[src/rtl/axi_pkg.sv]
// Shared types and constants for the AXI memory arbiter.
//   arb_state_e : arbiter FSM states (idle, m0 read, m1 read, m1 write)
//   RESP_*      : AXI response encodings (passed through, never generated)
//   SIZE_*      : AXI transfer size encodings (passed through unchanged)
//   is_m1()     : true when a state belongs to master 1
package axi_pkg;

  typedef enum logic [1:0] {
    ARB_IDLE = 2'd0,
    ARB_RD0  = 2'd1,
    ARB_RD1  = 2'd2,
    ARB_WR1  = 2'd3
  } arb_state_e;

  localparam logic [1:0] RESP_OKAY   = 2'd0;
  localparam logic [1:0] RESP_SLVERR = 2'd2;
  localparam logic [1:0] RESP_DECERR = 2'd3;

  localparam logic [2:0] SIZE_BYTE = 3'd0;
  localparam logic [2:0] SIZE_HALF = 3'd1;
  localparam logic [2:0] SIZE_WORD = 3'd2;

  function automatic logic is_m1(input arb_state_e s);
    return (s == ARB_RD1) || (s == ARB_WR1);
  endfunction

endpackage

[src/rtl/axi_arb_grant.sv]
// Combinational grant picker for the AXI memory arbiter.
// Config macro: ARB_ROUND_ROBIN_EN selects round-robin between the two
// masters (rr_m1_i = master 1 was granted last); otherwise fixed priority
// wr1 > rd1 > rd0. Inside master 1 a write always beats a read.
//   rd0_i    : master 0 read request
//   rd1_i    : master 1 read request
//   wr1_i    : master 1 complete write request (AW and W both valid)
//   rr_m1_i  : last granted master was m1 (round-robin build only)
//   grant_o  : next state, ARB_IDLE when nothing is requested
module axi_arb_grant
  import axi_pkg::*;
(
  input  logic       rd0_i,
  input  logic       rd1_i,
  input  logic       wr1_i,
`ifdef ARB_ROUND_ROBIN_EN
  input  logic       rr_m1_i,
`endif
  output logic [1:0] grant_o
);

  arb_state_e grant;
  arb_state_e m1_pick;
  logic       m1_req;

  always_comb begin
    grant   = ARB_IDLE;
    m1_pick = wr1_i ? ARB_WR1 : ARB_RD1;
    m1_req  = wr1_i | rd1_i;
`ifdef ARB_ROUND_ROBIN_EN
    // On a tie the master that did not win last time goes first.
    if (m1_req && rd0_i) begin
      grant = rr_m1_i ? ARB_RD0 : m1_pick;
    end else if (m1_req) begin
      grant = m1_pick;
    end else if (rd0_i) begin
      grant = ARB_RD0;
    end
`else
    if (m1_req) begin
      grant = m1_pick;
    end else if (rd0_i) begin
      grant = ARB_RD0;
    end
`endif
  end

  assign grant_o = grant;

endmodule

[src/rtl/axi_mem_arbiter.sv]
// Two-master to one-slave AXI4-Lite-style arbiter, one transaction in flight.
// Master 0 (instruction fetch) reads only; master 1 (load/store) reads and
// writes. The grant is decided in IDLE, takes effect on the next edge, and
// is held until the slave's response handshake, then returns to IDLE.
// Config macro: ARB_ROUND_ROBIN_EN (round-robin between masters; default is
// fixed priority m1 write > m1 read > m0 read).
// Ports:
//   i_clock, i_reset_n       : clock, asynchronous active-low reset
//   i_m0_ar* / o_m0_r*       : master 0 read address / read data
//   i_m1_ar* / o_m1_r*       : master 1 read address / read data
//   i_m1_aw*, i_m1_w*, o_m1_b*: master 1 write address / data / response
//   o_s_* / i_s_*            : slave-side mirror of all channels (wlast = 1)
module axi_mem_arbiter
  import axi_pkg::*;
#(
  parameter int ADDR_W = 32,
  parameter int DATA_W = 32
) (
  input  logic                i_clock,
  input  logic                i_reset_n,
  // master 0 read
  input  logic [ADDR_W-1:0]   i_m0_araddr,
  input  logic                i_m0_arvalid,
  output logic                o_m0_arready,
  input  logic [2:0]          i_m0_arsize,
  output logic [DATA_W-1:0]   o_m0_rdata,
  output logic [1:0]          o_m0_rresp,
  output logic                o_m0_rvalid,
  input  logic                i_m0_rready,
  output logic                o_m0_rlast,
  // master 1 read
  input  logic [ADDR_W-1:0]   i_m1_araddr,
  input  logic                i_m1_arvalid,
  output logic                o_m1_arready,
  input  logic [2:0]          i_m1_arsize,
  output logic [DATA_W-1:0]   o_m1_rdata,
  output logic [1:0]          o_m1_rresp,
  output logic                o_m1_rvalid,
  input  logic                i_m1_rready,
  output logic                o_m1_rlast,
  // master 1 write
  input  logic [ADDR_W-1:0]   i_m1_awaddr,
  input  logic                i_m1_awvalid,
  output logic                o_m1_awready,
  input  logic [2:0]          i_m1_awsize,
  input  logic [DATA_W-1:0]   i_m1_wdata,
  input  logic [DATA_W/8-1:0] i_m1_wstrb,
  input  logic                i_m1_wvalid,
  output logic                o_m1_wready,
  output logic [1:0]          o_m1_bresp,
  output logic                o_m1_bvalid,
  input  logic                i_m1_bready,
  // slave side
  output logic [ADDR_W-1:0]   o_s_araddr,
  output logic                o_s_arvalid,
  input  logic                i_s_arready,
  output logic [2:0]          o_s_arsize,
  input  logic [DATA_W-1:0]   i_s_rdata,
  input  logic [1:0]          i_s_rresp,
  input  logic                i_s_rvalid,
  output logic                o_s_rready,
  input  logic                i_s_rlast,
  output logic [ADDR_W-1:0]   o_s_awaddr,
  output logic                o_s_awvalid,
  input  logic                i_s_awready,
  output logic [2:0]          o_s_awsize,
  output logic [DATA_W-1:0]   o_s_wdata,
  output logic [DATA_W/8-1:0] o_s_wstrb,
  output logic                o_s_wvalid,
  input  logic                i_s_wready,
  output logic                o_s_wlast,
  input  logic [1:0]          i_s_bresp,
  input  logic                i_s_bvalid,
  output logic                o_s_bready
);

  arb_state_e state_q, state_d;
  logic       ar_done_q, ar_done_d;
  logic       aw_done_q, aw_done_d;
  logic       w_done_q, w_done_d;
  logic [1:0] grant;

  logic rd_arvalid;
  logic rd_rready;

`ifdef ARB_ROUND_ROBIN_EN
  logic rr_m1_q, rr_m1_d;
`endif

  axi_arb_grant u_grant (
    .rd0_i   (i_m0_arvalid),
    .rd1_i   (i_m1_arvalid),
    .wr1_i   (i_m1_awvalid & i_m1_wvalid),
`ifdef ARB_ROUND_ROBIN_EN
    .rr_m1_i (rr_m1_q),
`endif
    .grant_o (grant)
  );

  always_ff @(posedge i_clock or negedge i_reset_n) begin
    if (!i_reset_n) begin
      state_q   <= ARB_IDLE;
      ar_done_q <= 1'b0;
      aw_done_q <= 1'b0;
      w_done_q  <= 1'b0;
    end else begin
      state_q   <= state_d;
      ar_done_q <= ar_done_d;
      aw_done_q <= aw_done_d;
      w_done_q  <= w_done_d;
    end
  end

`ifdef ARB_ROUND_ROBIN_EN
  always_ff @(posedge i_clock or negedge i_reset_n) begin
    if (!i_reset_n) begin
      rr_m1_q <= 1'b1;
    end else begin
      rr_m1_q <= rr_m1_d;
    end
  end

  always_comb begin
    rr_m1_d = rr_m1_q;
    if (state_q == ARB_IDLE && arb_state_e'(grant) != ARB_IDLE) begin
      rr_m1_d = is_m1(arb_state_e'(grant));
    end
  end
`endif

  // Payload fields are forwarded unconditionally; only the valid/ready
  // handshakes are gated by the grant.
  assign o_s_araddr = (state_q == ARB_RD0) ? i_m0_araddr : i_m1_araddr;
  assign o_s_arsize = (state_q == ARB_RD0) ? i_m0_arsize : i_m1_arsize;
  assign o_s_awaddr = i_m1_awaddr;
  assign o_s_awsize = i_m1_awsize;
  assign o_s_wdata  = i_m1_wdata;
  assign o_s_wstrb  = i_m1_wstrb;
  assign o_s_wlast  = 1'b1;
  assign o_m0_rdata = i_s_rdata;
  assign o_m0_rresp = i_s_rresp;
  assign o_m0_rlast = i_s_rlast;
  assign o_m1_rdata = i_s_rdata;
  assign o_m1_rresp = i_s_rresp;
  assign o_m1_rlast = i_s_rlast;
  assign o_m1_bresp = i_s_bresp;

  assign rd_arvalid = (state_q == ARB_RD0) ? i_m0_arvalid : i_m1_arvalid;
  assign rd_rready  = (state_q == ARB_RD0) ? i_m0_rready  : i_m1_rready;

  always_comb begin
    state_d      = state_q;
    ar_done_d    = ar_done_q;
    aw_done_d    = aw_done_q;
    w_done_d     = w_done_q;
    o_s_arvalid  = 1'b0;
    o_s_rready   = 1'b0;
    o_s_awvalid  = 1'b0;
    o_s_wvalid   = 1'b0;
    o_s_bready   = 1'b0;
    o_m0_arready = 1'b0;
    o_m0_rvalid  = 1'b0;
    o_m1_arready = 1'b0;
    o_m1_rvalid  = 1'b0;
    o_m1_awready = 1'b0;
    o_m1_wready  = 1'b0;
    o_m1_bvalid  = 1'b0;

    case (state_q)
      ARB_IDLE: begin
        state_d = arb_state_e'(grant);
      end

      ARB_RD0, ARB_RD1: begin
        o_s_arvalid = rd_arvalid & ~ar_done_q;
        o_s_rready  = rd_rready;
        if (state_q == ARB_RD0) begin
          o_m0_arready = i_s_arready & ~ar_done_q;
          o_m0_rvalid  = i_s_rvalid;
        end else begin
          o_m1_arready = i_s_arready & ~ar_done_q;
          o_m1_rvalid  = i_s_rvalid;
        end
        if (rd_arvalid && !ar_done_q && i_s_arready) begin
          ar_done_d = 1'b1;
        end
        // An early response is forwarded; only its handshake ends the grant.
        if (i_s_rvalid && rd_rready && i_s_rlast) begin
          state_d   = ARB_IDLE;
          ar_done_d = 1'b0;
        end
      end

      ARB_WR1: begin
        o_s_awvalid  = i_m1_awvalid & ~aw_done_q;
        o_s_wvalid   = i_m1_wvalid & ~w_done_q;
        // Once a half is accepted its ready stays high so a master waiting
        // for both readies together still sees them in one cycle.
        o_m1_awready = aw_done_q | i_s_awready;
        o_m1_wready  = w_done_q | i_s_wready;
        o_m1_bvalid  = i_s_bvalid;
        o_s_bready   = i_m1_bready;
        if (i_m1_awvalid && !aw_done_q && i_s_awready) begin
          aw_done_d = 1'b1;
        end
        if (i_m1_wvalid && !w_done_q && i_s_wready) begin
          w_done_d = 1'b1;
        end
        if (i_s_bvalid && i_m1_bready) begin
          state_d   = ARB_IDLE;
          aw_done_d = 1'b0;
          w_done_d  = 1'b0;
        end
      end

      default: begin
        state_d = ARB_IDLE;
      end
    endcase
  end

endmodule
[config.mk]
export PLATFORM = sky130hd
export DESIGN_NAME = axi_mem_arbiter
export DESIGN_NICKNAME = d
export VERILOG_FILES = /design/src/rtl/axi_pkg.sv /design/src/rtl/axi_arb_grant.sv /design/src/rtl/axi_mem_arbiter.sv
export SDC_FILE = /design/constraint.sdc
export NUM_CORES = 1
export LEC_CHECK = 0
export BUFFER_PORTS_ARGS = -buffer_cell sky130_fd_sc_hd__buf_4
export CAP_MARGIN = 20
export CORE_AREA = 2 2 150 152
export DETAILED_ROUTE_END_ITERATION = 16
export DIE_AREA = 0 0 152 154
export PLACE_DENSITY_LB_ADDON = 0.1
export RECOVER_POWER = 50
export SLEW_MARGIN = 20
export SYNTH_ARGS = -nofsm -noshare
export SYNTH_HDL_FRONTEND = slang
export SYNTH_HIERARCHICAL = 1
export SYNTH_SLANG_ARGS = --single-unit
export TNS_END_PERCENT = 50
[constraint.sdc]
create_clock -name i_clock -period 2.1 [get_ports i_clock]
set_input_delay 0.42 -clock i_clock [delete_from_list [all_inputs] [get_ports i_clock]]
set_output_delay 0.42 -clock i_clock [all_outputs]
set_load 0.005 [all_outputs]
==> metrics.cfg <==
[clock_network]
clkSlewWorstSetupHoldPaths_ns=0.03
clock_sinks=5
ctsRootBufferMaster=clkbuf_16
cts_buffers=3
clk_latency_ns=0.23
clk_path_buf_depth=2
cts_tree=done
htree_levels=1

[routing]
drt_drc_violations_left=0
drtPass1Iterations=4
wl_per_cell_microns=13.3
ant_nets=0
routed_via_density=2.59
num_vias=1315
drtIter0Drc=20
wl_microns=6720

[synthesis]
syn_area_per_cell_sq_um=8.25
synth-seq-cells=5
synth_compound_area_share_pct=3.97
synth_cell_types=24
synthesis.instances=233
netlist_area_sq_mm=0.00192
ys_seq_area_share_pct=6.51
synth_nets=428
synth_top_family_by_area=buffers and inverters
synthMuxAreaShare_pct=22.6
synth-xor-area-share_pct=0
synthAdderAreaFrac_pct=1.95
yosys_warnings=6
synth-simple-area-share_pct=5.86

[pwr]
clkPwrFrac_pct=17.5
p_sw_mw=0.611
internal_power_mw=1.19
power_density_mw_per_mm2=761
pwr-share-comb_pct=72.3
pwr-share-seq_pct=10.3
p_sw_share_pct=34.0
ir_worst_vdd_v=0.000241
p_leak_nw=1.06

[finish]
antenna_cells=0
area_growth_pct=22.8
nets=423
drive_gt1_share_pct=80.2
fillers=2504
seqCellArea_sq_um=125
multi_input_area_sq_um=684
final_common_cell=buf_4
stdcell_area_sq_mm=0.00236
final_cell_mix=134 x buf_4, 35 x mux2_2, 7 x nand2_1

[global_routing]
grt_pass1_vias=1465
grt.total_usage_pct=4.74
antenna_found_initial=0
grt_max_degree=33
grt_first_pass_wirelength_microns=8550
grt.overflow.total=0

[hold_path]
worst_hold_path_type=in2reg

[critical_path]
start_kind=flop
r2r_cells=5
path_depth=5
critPathArrivalTime_ns=1.63
slowest_delay_ns=0.38
cp_num_buf_inv=3
crit_path_end=o_s_araddr[12]
cp_max_fo=8
endpoint_kind=primary output
reg2reg_to=state_q[1]
r2r_setup_slack_ns=0.45
startpoint=state_q[1]
path_cells=inv_2 > ha_4 > clkbuf_16 > mux2_2 > buf_4
crit_family=buffers and inverters
crit_required_ns=1.68
critPathKind=reg2out
cp_slowest_cell=dfrtp_1
r2r_start=state_q[0]

[floorplanning]
core_region_area_sq_mm=0.0217
die_w_microns=152
ios=383
start_util_pct=8.87
std_cell_rows=54
dieArea_sq_mm=0.0234
die_height_microns=154

[timing]
min_period_ns=2.05
tns_ns=0
final-hold-violation-count=0
drv_slew=0
rsz0062_at_grt=true
setup_viol=0
max_freq_mhz=488
finalClockSkew_ns=0.000674
fin_crit_sh_pct=97.6

[placement]
place_area_sq_mm=0.00218
place_congestion=0.633
port_buffers=133
hpwl_microns=5500

[outcome]
status=finished clean

[job]
max-cap-violations=0

sequential cells by signal (all words and copies together) (netlist names):
signal and count:
state_q 2, aw_done_q 1, ar_done_q 1, w_done_q 1
logic make-up after synthesis:
logic type	Yosys count
multiplexers	39
flip-flops	5
AO/OA/AOI/OAI	10
adder cells (fa/ha/maj)	3
other	1
buffers and inverters	154
AND/OR/NAND/NOR	21
repair_timing:
item | CTS | global route
hold buffers | 1 | 0
buffers inserted | 0 | 2
endpoints found under the setup margin | 33 | 34
resized for setup | 2 | 3
gates cloned | 0 | 3
hold endpoints to repair | 5 | 0
synthesized netlist by cell type:
cell type | count | share of area [%]
a21boi_0 | 1 | 0.39
a21o_1 | 1 | 0.39
a21oi_1 | 2 | 0.52
a221oi_2 | 1 | 0.78
a2bb2oi_1 | 1 | 0.46
a31oi_1 | 2 | 0.65
and2_1 | 5 | 1.6
and4b_1 | 1 | 0.52
buf_2 | 3 | 0.78
buf_4 | 147 | 57
clkbuf_1 | 1 | 0.19
conb_1 | 1 | 0.19
dfrtp_1 | 5 | 6.5
ha_1 | 3 | 2.0
inv_1 | 3 | 0.59
mux2_2 | 35 | 20
mux2i_1 | 4 | 2.1
nand2_1 | 7 | 1.4
nor2_1 | 4 | 0.78
nor2b_1 | 1 | 0.33
nor3b_1 | 1 | 0.39
nor4bb_1 | 1 | 0.52
o21a_1 | 2 | 0.78
or2_1 | 1 | 0.33
final cells by class:
type / instances / share of cell area [%]
timing repair buffer: 141 / 47.1
multi-input combinational: 74 / 29.0
tap: 280 / 14.8
sequential: 5 / 5.30
clock buffer: 4 / 3.34
inverter: 3 / 0.477
per-layer routing:
| metal | track usage [%] | vias up | wire length (microns) |
|---|---|---|---|
| met3 | 2.00 | 22 | 771 |
| met1 | 3.63 | 581 | 1910 |
| met5 | 0 | - | 0 |
| met2 | 10.1 | 115 | 3950 |
| li1 | - | 597 | - |
| met4 | 1.74 | 0 | 97 |
power groups by stage:
stage	clock, mW	combinational (mW)	sequential, mW
3_3_place_gp	0	1.19	0.184
4_1_cts	0.319	1.20	0.186
5_1_grt	0.329	1.43	0.192
6_report	0.314	1.30	0.185
2_1_floorplan	0	0.806	0.169
3_5_place_dp	0	1.18	0.184
worst min-delay path by stage:
stage	from	end	slack, ns	depth (start not counted)
after global placement	i_reset_n	aw_done_q	0.24	1
after CTS	i_s_bvalid	w_done_q	0.39	2
after detailed placement	i_reset_n	aw_done_q	0.23	1
after global routing	i_s_bvalid	aw_done_q	0.40	2
after floorplan	i_reset_n	ar_done_q	0.12	0
final	i_s_bvalid	w_done_q	0.40	2
worst register-to-register path, cell delays in order (launching register included):
cell and delay, ns:
dfrtp_1 0.41, inv_1 0.10, ha_2 0.33, a21boi_0 0.17, a221oi_2 0.31, mux2i_1 0.25
stage by stage:
step / std cells / hold WS, ns / setup WS, ns / util [%] / power (mW)
3_3_place_gp: 497 / 0.236 / 0.174 / 10.0 / 1.37
2_1_floorplan: 233 / 0.124 / 0.438 / - / 0.975
6_report: 507 / 0.399 / 0.0506 / 10.9 / 1.80
5_1_grt: 507 / 0.404 / -0.0181 / 10.9 / 1.95
3_5_place_dp: 497 / 0.233 / 0.153 / 10.0 / 1.36
4_1_cts: 502 / 0.394 / -0.0154 / 10.5 / 1.71
Power figures use the tool's default switching activity.
